===== config.mk =====
export PLATFORM = sky130hd
export DESIGN_NAME = mips_multicycle_control
export DESIGN_NICKNAME = d
export VERILOG_FILES = /design/src/rtl/mips_multicycle_control.sv
export SDC_FILE = /design/constraint.sdc
export NUM_CORES = 1
export LEC_CHECK = 0
export CORE_MARGIN = 5
export CORE_UTILIZATION = 33
export CTS_BUF_LIST = sky130_fd_sc_hd__clkbuf_16
export DETAILED_ROUTE_END_ITERATION = 10
export PLACE_DENSITY = 0.63
export SLEW_MARGIN = 5
export SYNTH_ARGS = -nofsm -noshare
export SYNTH_HDL_FRONTEND = slang
export SYNTH_SLANG_ARGS = --single-unit

===== constraint.sdc =====
create_clock -name clk -period 2.45 [get_ports clk]
set_input_delay 0.6125 -clock clk [delete_from_list [all_inputs] [get_ports clk]]
set_output_delay 0.6125 -clock clk [all_outputs]
set_load 0.05 [all_outputs]

===== src/rtl/mips_multicycle_control.sv =====
// Multicycle MIPS control FSM with memory wait handshake,
// optional immediate ALU ops, illegal-opcode trap and retire counter.
module mips_multicycle_control #(
  parameter bit USE_MEM_READY = 1'b1,
  parameter bit IMM_EN        = 1'b1,
  parameter int CNT_W         = 32
) (
  input  logic             clk,
  input  logic             rst_n,
  input  logic [5:0]       opcode,
  input  logic             mem_ready,
  output logic             PCWrite,
  output logic             PCWriteCond,
  output logic             IorD,
  output logic             MemRead,
  output logic             MemWrite,
  output logic             MemtoReg,
  output logic             IRWrite,
  output logic             ALUSrcA,
  output logic             RegWrite,
  output logic             RegDst,
  output logic [1:0]       PCSource,
  output logic [1:0]       ALUOp,
  output logic [1:0]       ALUSrcB,
  output logic [3:0]       state,
  output logic             trap,
  output logic [CNT_W-1:0] retired
);

  typedef enum logic [3:0] {
    FETCH   = 4'd0,
    DECODE  = 4'd1,
    MEMADDR = 4'd2,
    MEMRD   = 4'd3,
    MEMWB   = 4'd4,
    MEMWR   = 4'd5,
    EXEC    = 4'd6,
    RCOMP   = 4'd7,
    BRANCH  = 4'd8,
    JUMP    = 4'd9,
    IEXEC   = 4'd10,
    ICOMP   = 4'd11,
    TRAP    = 4'd12
  } state_t;

  localparam logic [5:0] OP_LW   = 6'b100011;
  localparam logic [5:0] OP_SW   = 6'b101011;
  localparam logic [5:0] OP_R    = 6'b000000;
  localparam logic [5:0] OP_BEQ  = 6'b000100;
  localparam logic [5:0] OP_J    = 6'b000010;
  localparam logic [5:0] OP_ADDI = 6'b001000;
  localparam logic [5:0] OP_ORI  = 6'b001101;

  localparam logic [CNT_W-1:0] ONE = {{(CNT_W-1){1'b0}}, 1'b1};

  state_t           curState;
  logic             trapReg;
  logic [CNT_W-1:0] retiredReg;
  logic             done;

  logic isMem;
  logic isR;
  logic isBeq;
  logic isJ;
  logic isImm;

  assign done  = USE_MEM_READY ? mem_ready : 1'b1;

  assign isMem = (opcode == OP_LW) || (opcode == OP_SW);
  assign isR   = (opcode == OP_R);
  assign isBeq = (opcode == OP_BEQ);
  assign isJ   = (opcode == OP_J);
  assign isImm = IMM_EN &&
                 ((opcode == OP_ADDI) || (opcode == OP_ORI));

  assign state   = curState;
  assign trap    = trapReg;
  assign retired = retiredReg;

  // State sequencing, sticky trap flag and retire counter
  always_ff @(posedge clk or negedge rst_n) begin
    if (!rst_n) begin
      curState   <= FETCH;
      trapReg    <= 1'b0;
      retiredReg <= '0;
    end else begin
      case (curState)
        FETCH: begin
          if (done) curState <= DECODE;
        end
        DECODE: begin
          unique case (1'b1)
            isMem:   curState <= MEMADDR;
            isR:     curState <= EXEC;
            isBeq:   curState <= BRANCH;
            isJ:     curState <= JUMP;
            isImm:   curState <= IEXEC;
            default: begin
              curState <= TRAP;
              trapReg  <= 1'b1;
            end
          endcase
        end
        MEMADDR: begin
          curState <= (opcode == OP_SW) ? MEMWR : MEMRD;
        end
        MEMRD: begin
          if (done) curState <= MEMWB;
        end
        MEMWB: begin
          curState   <= FETCH;
          retiredReg <= retiredReg + ONE;
        end
        MEMWR: begin
          if (done) begin
            curState   <= FETCH;
            retiredReg <= retiredReg + ONE;
          end
        end
        EXEC: begin
          curState <= RCOMP;
        end
        RCOMP, BRANCH, JUMP, ICOMP: begin
          curState   <= FETCH;
          retiredReg <= retiredReg + ONE;
        end
        IEXEC: begin
          curState <= ICOMP;
        end
        TRAP: begin
          curState <= TRAP;
          trapReg  <= 1'b1;
        end
        default: begin
          curState <= FETCH;
        end
      endcase
    end
  end

  // Datapath controls decoded from state, all held low in reset
  always_comb begin
    PCWrite     = 1'b0;
    PCWriteCond = 1'b0;
    IorD        = 1'b0;
    MemRead     = 1'b0;
    MemWrite    = 1'b0;
    MemtoReg    = 1'b0;
    IRWrite     = 1'b0;
    ALUSrcA     = 1'b0;
    RegWrite    = 1'b0;
    RegDst      = 1'b0;
    PCSource    = 2'b00;
    ALUOp       = 2'b00;
    ALUSrcB     = 2'b00;
    if (rst_n) begin
      case (curState)
        FETCH: begin
          MemRead = 1'b1;
          ALUSrcB = 2'b01;
          IRWrite = done;
          PCWrite = done;
        end
        DECODE: begin
          ALUSrcB = 2'b11;
        end
        MEMADDR: begin
          ALUSrcA = 1'b1;
          ALUSrcB = 2'b10;
        end
        MEMRD: begin
          MemRead = 1'b1;
          IorD    = 1'b1;
        end
        MEMWB: begin
          RegWrite = 1'b1;
          MemtoReg = 1'b1;
        end
        MEMWR: begin
          MemWrite = 1'b1;
          IorD     = 1'b1;
        end
        EXEC: begin
          ALUSrcA = 1'b1;
          ALUOp   = 2'b10;
        end
        RCOMP: begin
          RegWrite = 1'b1;
          RegDst   = 1'b1;
        end
        BRANCH: begin
          ALUSrcA     = 1'b1;
          ALUOp       = 2'b01;
          PCWriteCond = 1'b1;
          PCSource    = 2'b01;
        end
        JUMP: begin
          PCWrite  = 1'b1;
          PCSource = 2'b10;
        end
        IEXEC: begin
          ALUSrcA = 1'b1;
          ALUSrcB = 2'b10;
          ALUOp   = (opcode == OP_ORI) ? 2'b11 : 2'b00;
        end
        ICOMP: begin
          RegWrite = 1'b1;
        end
        default: begin
        end
      endcase
    end
  end

endmodule


==> results summary, run 1 <==
The flow ran to the end, and the final reports show no timing, DRC or antenna violations. Counting every sink on the clock net gives 37. The slowest stage of the critical path belongs to the cell sky130_fd_sc_hd__clkdlybuf4s50_1. The async set or reset register ratio after synthesis is 100%. The worst setup path is launched from an input pin.

The clock latency of the later-clocked register in the worst-skew pair is 280 ps. After layout, the worst path uses 96.8% of the clock period. The number of enable-type register cells in the synthesized netlist is 0. The worst register-to-register path begins at state[3]$_DFFE_PN0P_.

Entering global routing, the biggest net connects 38 pins. The number of antenna diodes in the final layout is 0. The number of different library cells in the post-synthesis netlist came out at 52. The critical path starts at opcode[4]. The estimated wirelength of the detail-placed design is 4290 microns. The number of global-route vias before repair came out at 1855. The number of buffers between clock root and the deepest sink came out at 2. The number of endpoints failing setup at the final stage is 0. For the worst setup path, the data required time is 1840 ps.

The max capacitance violation total came out at 0. The H-tree depth came out at 2. The most common cell in the synthesized netlist is sky130_fd_sc_hd__dfrtp_1.

The number of clock buffers inserted by TritonCTS came out at 5. The total power consumption of the routed design is 3.19 mW. The first-pass GRT wire length is 9540 microns.

The critical path in this run is classified as input pin to primary output. The leakage power figure came out at 1.47 nW. The routability-driven placement congestion ratio is 0.837. After synthesis, the cell types taking the most area are sky130_fd_sc_hd__dfrtp_1 43%, sky130_fd_sc_hd__xnor2_1 8.4%, sky130_fd_sc_hd__xor2_1 4.4%, sky130_fd_sc_hd__nor2_1 3.6%, sky130_fd_sc_hd__nand2_1 3.1%.

Of the cells placed in the final design, the portion with a size suffix greater than 1 is 27.0%. The remaining number of nets flagged by the antenna check after routing is 0. After synthesis the cells add up to 2180 sq um. The signal on the critical path passes through clkdlybuf4s50_1 -> nand3b_1 -> o21ai_1 -> and3_4 -> buf_12. The tightest min-delay check is of the flop to flop type. In this run the power density over the cells is 937 nW/um^2. For the pin with the worst max-slew slack, the measured transition is 557 ps. The time the final worst path needs with I/O delays and setup came out at 2370 ps.

The number of synthesis warnings came out at 0. For this run, the leading register cell type out of synthesis is sky130_fd_sc_hd__dfrtp_1. The routed layout has 1977 vias. For this run, design rule violations remaining after detail routing come to 0. In this design, the largest share of critical-path delay is due to buffers and inverters. Across every metal layer, demand over resource in global routing totals 13.9%.

Counting every net in the synthesized netlist gives 237. Based on the critical path, the design can be clocked at up to 0.422 GHz. The startpoint identified for the worst hold timing path is retired[31]$_DFFE_PN0P_. In the final routed layout, each cell accounts on average for 15.2 microns. The setup check on the worst reg-to-reg path leaves a slack of 430 ps. For the worst setup path, the data arrival time is 1760 ps. The final-report max-slew violation count is 0. The count of endpoints failing hold in the final timing report is 0. The average footprint of a synthesized cell is 9.60 sq um. The worst-case IR drop observed on VDD is 568 uV. In this run the horizontal extent of the chip is 91.2 microns. The peak fanout along the critical path came out at 2. The share of the synthesized area in the top cell type came out at 42.5%.

At the placement stage, the worst setup path has a slack of -357 ps. Clock-pin slew was measured on the worst setup and hold paths at 60 ps. The maximum cell stage delay along the critical path came out at 410 ps. The initial core utilization came out at 34.1%. The flip-flop and latch count after synthesis is 37.

The die covers 8330 sq um. For this run, the detailed router's first-pass iteration total came to 4. The count of port buffers added during placement is 61. The leftover overflow at the end of global routing is 0. The total number of placement rows is 29. The synthesized instance count came out at 227.

The cell chosen for the clock root is sky130_fd_sc_hd__clkbuf_16. Setup repair after global routing left no endpoint under its margin. The remaining max-slew budget at the tightest pin came out at 62.6%. The count of nets after finishing is 316. The CTS tree is built. The detailed-route vias per instance came out at 5.15. The setup slack of the critical path after layout is 78.8 ps. sky130_fd_sc_hd__dfrtp_1 takes more of the synthesized area than any other cell. The y dimension of the die came out at 91.2 microns. After detailed routing, the total wire length is 5830 microns.

Counting instances in the post-synthesis netlist gives the leading cell types as 37 x sky130_fd_sc_hd__dfrtp_1, 21 x sky130_fd_sc_hd__nor2_1, 21 x sky130_fd_sc_hd__xnor2_1, 18 x sky130_fd_sc_hd__nand2_1, 12 x sky130_fd_sc_hd__nand3_1. The core box area came out at 6390 sq um. The initial antenna violation count came to 0. The fraction of the yosys area taken by sequential cells is 42.5%.

The setup skew after layout came out at 3.27 ps. The post-synthesis to final-layout area growth came out at 56.5%. The capturing element type of the critical path is a primary output. The violation count after the first detailed-routing iteration came out at 63. The worst path buffer plus inverter count came out at 2. The I/O pin total came out at 62.
## final timing paths
kind,endpoint,depth (start not counted)
worst max-delay path,ALUOp[1],5
worst min-delay path,retired[31]$_DFFE_PN0P_,1
worst max register to register,retired[18]$_DFFE_PN0P_,7
worst min register to register,retired[31]$_DFFE_PN0P_,1
max in group asynchronous,state[2]$_DFFE_PN0P_,2
min in group asynchronous,retired[10]$_DFFE_PN0P_,2
## timing repair
action	CTS	global route
hold buffers	0	0
setup buffers	3	2
endpoints found under the setup margin	4	5
pin swaps	3	3
gates resized for setup	10	8
## power breakdown
group | switching [mW] | internal (mW)
clock | 0.241 | 0.476
combinational | 0.944 | 0.672
sequential | 0.165 | 0.695
## logic make-up after synthesis
logic type / Yosys count / synth area share, %
AO/OA/AOI/OAI: 28 / 8.90
XOR/XNOR: 32 / 12.9
adder cells (fa/ha/maj): 1 / 0.574
buffers and inverters: 15 / 3.56
flip-flops: 37 / 42.5
multiplexers: 2 / 1.15
AND/OR/NAND/NOR: 112 / 30.4
## layout make-up
class                      instances  area, sq um
inverter                           5         18.8
multi-input combinational        175         1290
tap                               77         96.3
clock inverter                     3         41.3
sequential                        37          933
clock buffer                       5          125
timing repair buffer              82          902
fill                             581         2980
## cell usage in the layout (no fill, tap or decap), types with 4 or more instances in the layout
| cell type | n |
|---|---|
| sky130_fd_sc_hd__nor3_2 | 5 |
| sky130_fd_sc_hd__clkdlybuf4s50_1 | 36 |
| sky130_fd_sc_hd__xnor2_1 | 21 |
| sky130_fd_sc_hd__nor3_1 | 5 |
| sky130_fd_sc_hd__buf_12 | 16 |
| sky130_fd_sc_hd__o21ai_0 | 6 |
| sky130_fd_sc_hd__clkbuf_16 | 5 |
| sky130_fd_sc_hd__nand3_1 | 12 |
| sky130_fd_sc_hd__nand4_1 | 8 |
| sky130_fd_sc_hd__xor2_1 | 11 |
| sky130_fd_sc_hd__and3_1 | 5 |
| sky130_fd_sc_hd__dfrtp_1 | 33 |
| sky130_fd_sc_hd__nand2_1 | 16 |
| sky130_fd_sc_hd__nor2_1 | 17 |
| sky130_fd_sc_hd__a21oi_1 | 6 |
| sky130_fd_sc_hd__buf_4 | 24 |
| sky130_fd_sc_hd__inv_1 | 5 |
| sky130_fd_sc_hd__and4_1 | 5 |
| sky130_fd_sc_hd__nand2b_1 | 4 |
## sequential cells by signal, summed over array words and instances, names as in the netlist
register	cells
state	4
retired	32
trap	1
## per-layer routing
layer	track usage, %	up-vias	routed length, microns
li1	-	974	-
met1	19.3	947	2620
met2	21.8	52	2870
met3	2.98	4	278
met4	4.03	0	52
met5	0	-	0
## stage by stage
| stage | util, % | area [sq um] | std cells | setup TNS [ps] | hold WS [ps] |
|---|---|---|---|---|---|
| after floorplan | - | 2300 | 227 | -233 | 317 |
| after global placement | 50.0 | 3190 | 371 | -670 | 463 |
| after detailed placement | 50.0 | 3190 | 371 | -686 | 451 |
| after CTS | 53.2 | 3400 | 382 | 0 | 473 |
| after global routing | 53.4 | 3410 | 384 | 0 | 488 |
| final | 53.4 | 3410 | 384 | 0 | 465 |
Note: power is estimated with default switching activity, not from simulation.
==> run 2: changes to the inputs <==
--- a/config.mk
+++ b/config.mk
@@ -9,6 +9,7 @@
 export CORE_UTILIZATION = 33
 export CTS_BUF_LIST = sky130_fd_sc_hd__clkbuf_16
 export DETAILED_ROUTE_END_ITERATION = 10
+export GPL_TIMING_DRIVEN = 0
 export PLACE_DENSITY = 0.63
 export SLEW_MARGIN = 5
 export SYNTH_ARGS = -nofsm -noshare
==> run 2 against run 1 <==
Against the previous run: setup slack lost 20 ps; combinational power is essentially flat; clock power shrank 3%; register-to-register slack gained 90 ps; first-iteration DRC count grew 19%; total power shrank 3.7%; cell count shrank 1.3%; non-clock buffer count shrank 5; sequential power shrank 8.1%; maximum frequency shrank 0.83%; largest cell class unchanged.
==> results summary, run 2 (synthesis results as in run 1) <==
Result of the run: finished clean (unchanged). The peak fanout along the critical path is 10 (was 2). The quantity of hold-fixing buffers added after cts came out at 0 (unchanged). The post-synthesis to final-layout area growth came out at 49.0% (was 56.5%). The total power consumption of the routed design came to 3.07 mW (was 3.19 mW). The class of the worst hold path was input pin to async pin (was flop to flop).

RSZ-0062 raised after global routing: true (was false). The remaining max-slew budget at the tightest pin was 60.6% (was 62.6%). The count of port buffers added during placement is 61 (unchanged). The flip-flop count of the largest register, all copies and words added came out at 32 (unchanged). The clock-pin transition on the worst setup and hold timing paths came out at 50 ps (was 60 ps). The share of the clock period used by the worst path after layout came out at 97.6% (was 96.8%). The number of diodes came out at 0 (unchanged).

The horizontal die dimension is 91.2 microns (unchanged). The kind of start point of the critical path is a flop (was input pin). The final-report max-slew violation count is 0 (unchanged). The worst path arrival time came out at 1780 ps (was 1760 ps).

The setup slack of the critical path after layout came to 59.0 ps (was 78.8 ps). The capturing element type of the critical path is a primary output (unchanged). The initial antenna violation count came out at 0 (unchanged). The type of the worst setup path is flop to primary output (was input pin to primary output). The routed via count is 1954 (was 1977). The number of global-route vias before repair is 1869 (was 1855).

The final core utilization is 50.8% (was 53.4%). The max capacitance violation total came out at 0 (unchanged). The share of cells above drive strength 1 came out at 25.2% (was 27.0%). The area of the multi-input gates came to 1300 sq um (was 1290 sq um). The power density over the cells is 947 nW/um^2 (was 937 nW/um^2). The pre-CTS worst setup slack came to -1100 ps (was -357 ps). The leftover overflow at the end of global routing is 0 (unchanged). The y dimension of the die is 91.2 microns (unchanged). The average wire per cell in the routed design came out at 14.9 microns (was 15.2 microns). The register area is 931 sq um (was 933 sq um). The maximum vdd ir drop is 631 uV (was 568 uV). The total number of placement rows is 29 (unchanged).

The first-pass GRT wire length came out at 9350 microns (was 9540 microns). The worst-case reg-to-reg path depth came out at 6 (was 7). The clock sink count was 37 (unchanged). The estimated wirelength of the detail-placed design came out at 4150 microns (was 4290 microns). The measured slew at the worst slew-check pin is 588 ps (was 557 ps). The I/O pin total came out at 62 (unchanged). The count of endpoints failing hold in the final timing report is 0 (unchanged). The maximum number of pins on one net before global-route repair is 35 (was 38). The routability-driven placement congestion ratio is 0.832 (was 0.837). The full die area came to 8330 sq um (unchanged). The violation count after the first detailed-routing iteration came to 75 (was 63). The clock latency of the later-clocked register in the worst-skew pair came out at 270 ps (was 280 ps).

The setup slack of the worst register-to-register path is 520 ps (was 430 ps). The CTS tree is built (unchanged). Most frequent cells in the layout: 37 x sky130_fd_sc_hd__clkdlybuf4s50_1, 33 x sky130_fd_sc_hd__dfrtp_1, 21 x sky130_fd_sc_hd__xnor2_1 (was 36 x sky130_fd_sc_hd__clkdlybuf4s50_1, 33 x sky130_fd_sc_hd__dfrtp_1, 24 x sky130_fd_sc_hd__buf_4). The number of clock buffers inserted by TritonCTS is 5 (unchanged).

The count of nets after finishing is 311 (was 316). The remaining number of nets flagged by the antenna check after routing came out at 0 (unchanged). The endpoint of the worst-slack reg-to-reg timing path is retired[24]$_DFFE_PN0P_ (was retired[18]$_DFFE_PN0P_). The number of endpoints failing setup at the final stage is 0 (unchanged). The final routed DRC violation total came out at 0 (unchanged). The startpoint of the lowest-slack register-to-register path is state[1]$_DFFE_PN0P_ (was state[3]$_DFFE_PN0P_).

The most common cell after layout, fill and taps aside is sky130_fd_sc_hd__clkdlybuf4s50_1 (unchanged). The H-tree depth came out at 2 (unchanged). The number of search-and-repair iterations in the first detailed-routing pass came to 5 (was 4). The fmax is 0.418 GHz (was 0.422 GHz).

The core box area is 6390 sq um (unchanged). The final-layout setup total negative slack came out at 0 ps (unchanged). The number of buffers between clock root and the deepest sink came out at 2 (unchanged). The required time reported for the critical path endpoint is 1840 ps (about the same). The setup skew after layout came out at 3.61 ps (was 3.27 ps). The detailed-route vias per instance came to 5.16 (was 5.15). The time the final worst path needs with I/O delays and setup is 2390 ps (was 2370 ps).

The initial core utilization is 34.1% (unchanged). The total wirelength of the detailed-routed design is 5650 microns (was 5830 microns). The overall fraction of global-route tracks in use came out at 13.3% (was 13.9%). The number of fillers in the final layout came out at 606 (was 581).

The cell chosen for the clock root is sky130_fd_sc_hd__clkbuf_16 (unchanged). The leakage power figure was 1.44 nW (was 1.47 nW).
[run 2: cell types whose count changed in the layout (fill, tap and decap cells not counted), sizes merged]
| cell | change |
|---|---|
| buf | -14 |
| clkdlybuf4s50 | +1 |
| dlygate4sd2 | +1 |
| clkdlybuf4s18 | +1 |
| clkbuf | +4 |
| dlymetal6s2s | +1 |
| clkdlybuf4s15 | +1 |
[run 2: how the worst max path moves through the flow]
| stage | to | from | depth (start not counted) |
|---|---|---|---|
| global route | RegWrite | state[3]$_DFFE_PN0P_ | 7 |
| finish | PCSource[0] | state[3]$_DFFE_PN0P_ | 7 |
| CTS | ALUOp[1] | opcode[5] | 6 |
| global placement | PCWrite | rst_n | 5 |
| floorplan | PCWrite | state[3]$_DFFE_PN0P_ | 5 |
| detailed placement | ALUOp[1] | opcode[3] | 6 |
[run 2: critical path, cell delays in order, from the launching register on]
cell	delay (ps)
sky130_fd_sc_hd__dfrtp_2	390
sky130_fd_sc_hd__clkbuf_8	190
sky130_fd_sc_hd__clkinvlp_4	170
sky130_fd_sc_hd__nor2_4	180
sky130_fd_sc_hd__nand2_4	100
sky130_fd_sc_hd__nor3_4	190
sky130_fd_sc_hd__buf_6	110
sky130_fd_sc_hd__buf_4	180
[run 2: repair_timing]
action                                  CTS  global route
endpoints found under the setup margin   16            13
cloned                                    0             1
pin swaps                                 3             3
resized for setup                       103            19
buffers inserted                          0             4
[run 2: per-layer routing]
layer | wire [microns] | vias up | track usage (%)
li1 | - | 959 | -
met1 | 2570 | 935 | 17.6
met2 | 2770 | 55 | 22.5
met3 | 262 | 5 | 2.15
met4 | 56 | 0 | 3.67
met5 | 0 | - | 0
[run 2: where the power goes]
part	leakage, nW	switching, mW	internal, mW
registers	0.478	0.0976	0.692
logic	0.876	1.01	0.580
clock network	0.0826	0.226	0.472
total	1.44	1.33	1.74
[run 2: metrics by stage]
step	cells	cell area [sq um]	hold WS [ps]
after floorplan	227	2300	317
after global placement	365	3010	460
after detailed placement	366	3020	462
after CTS	374	3190	169
after global routing	379	3250	153
final	379	3250	150
[run 2: final cells by class]
type | count | share of cell area [%]
well taps | 77 | 2.97
plain buffers | 10 | 2.93
flip-flops and latches | 37 | 28.7
repair buffers | 67 | 19.5
inverters | 5 | 0.694
clock inverters | 3 | 1.16
clock buffers | 5 | 3.86
multi-input cells | 175 | 40.2
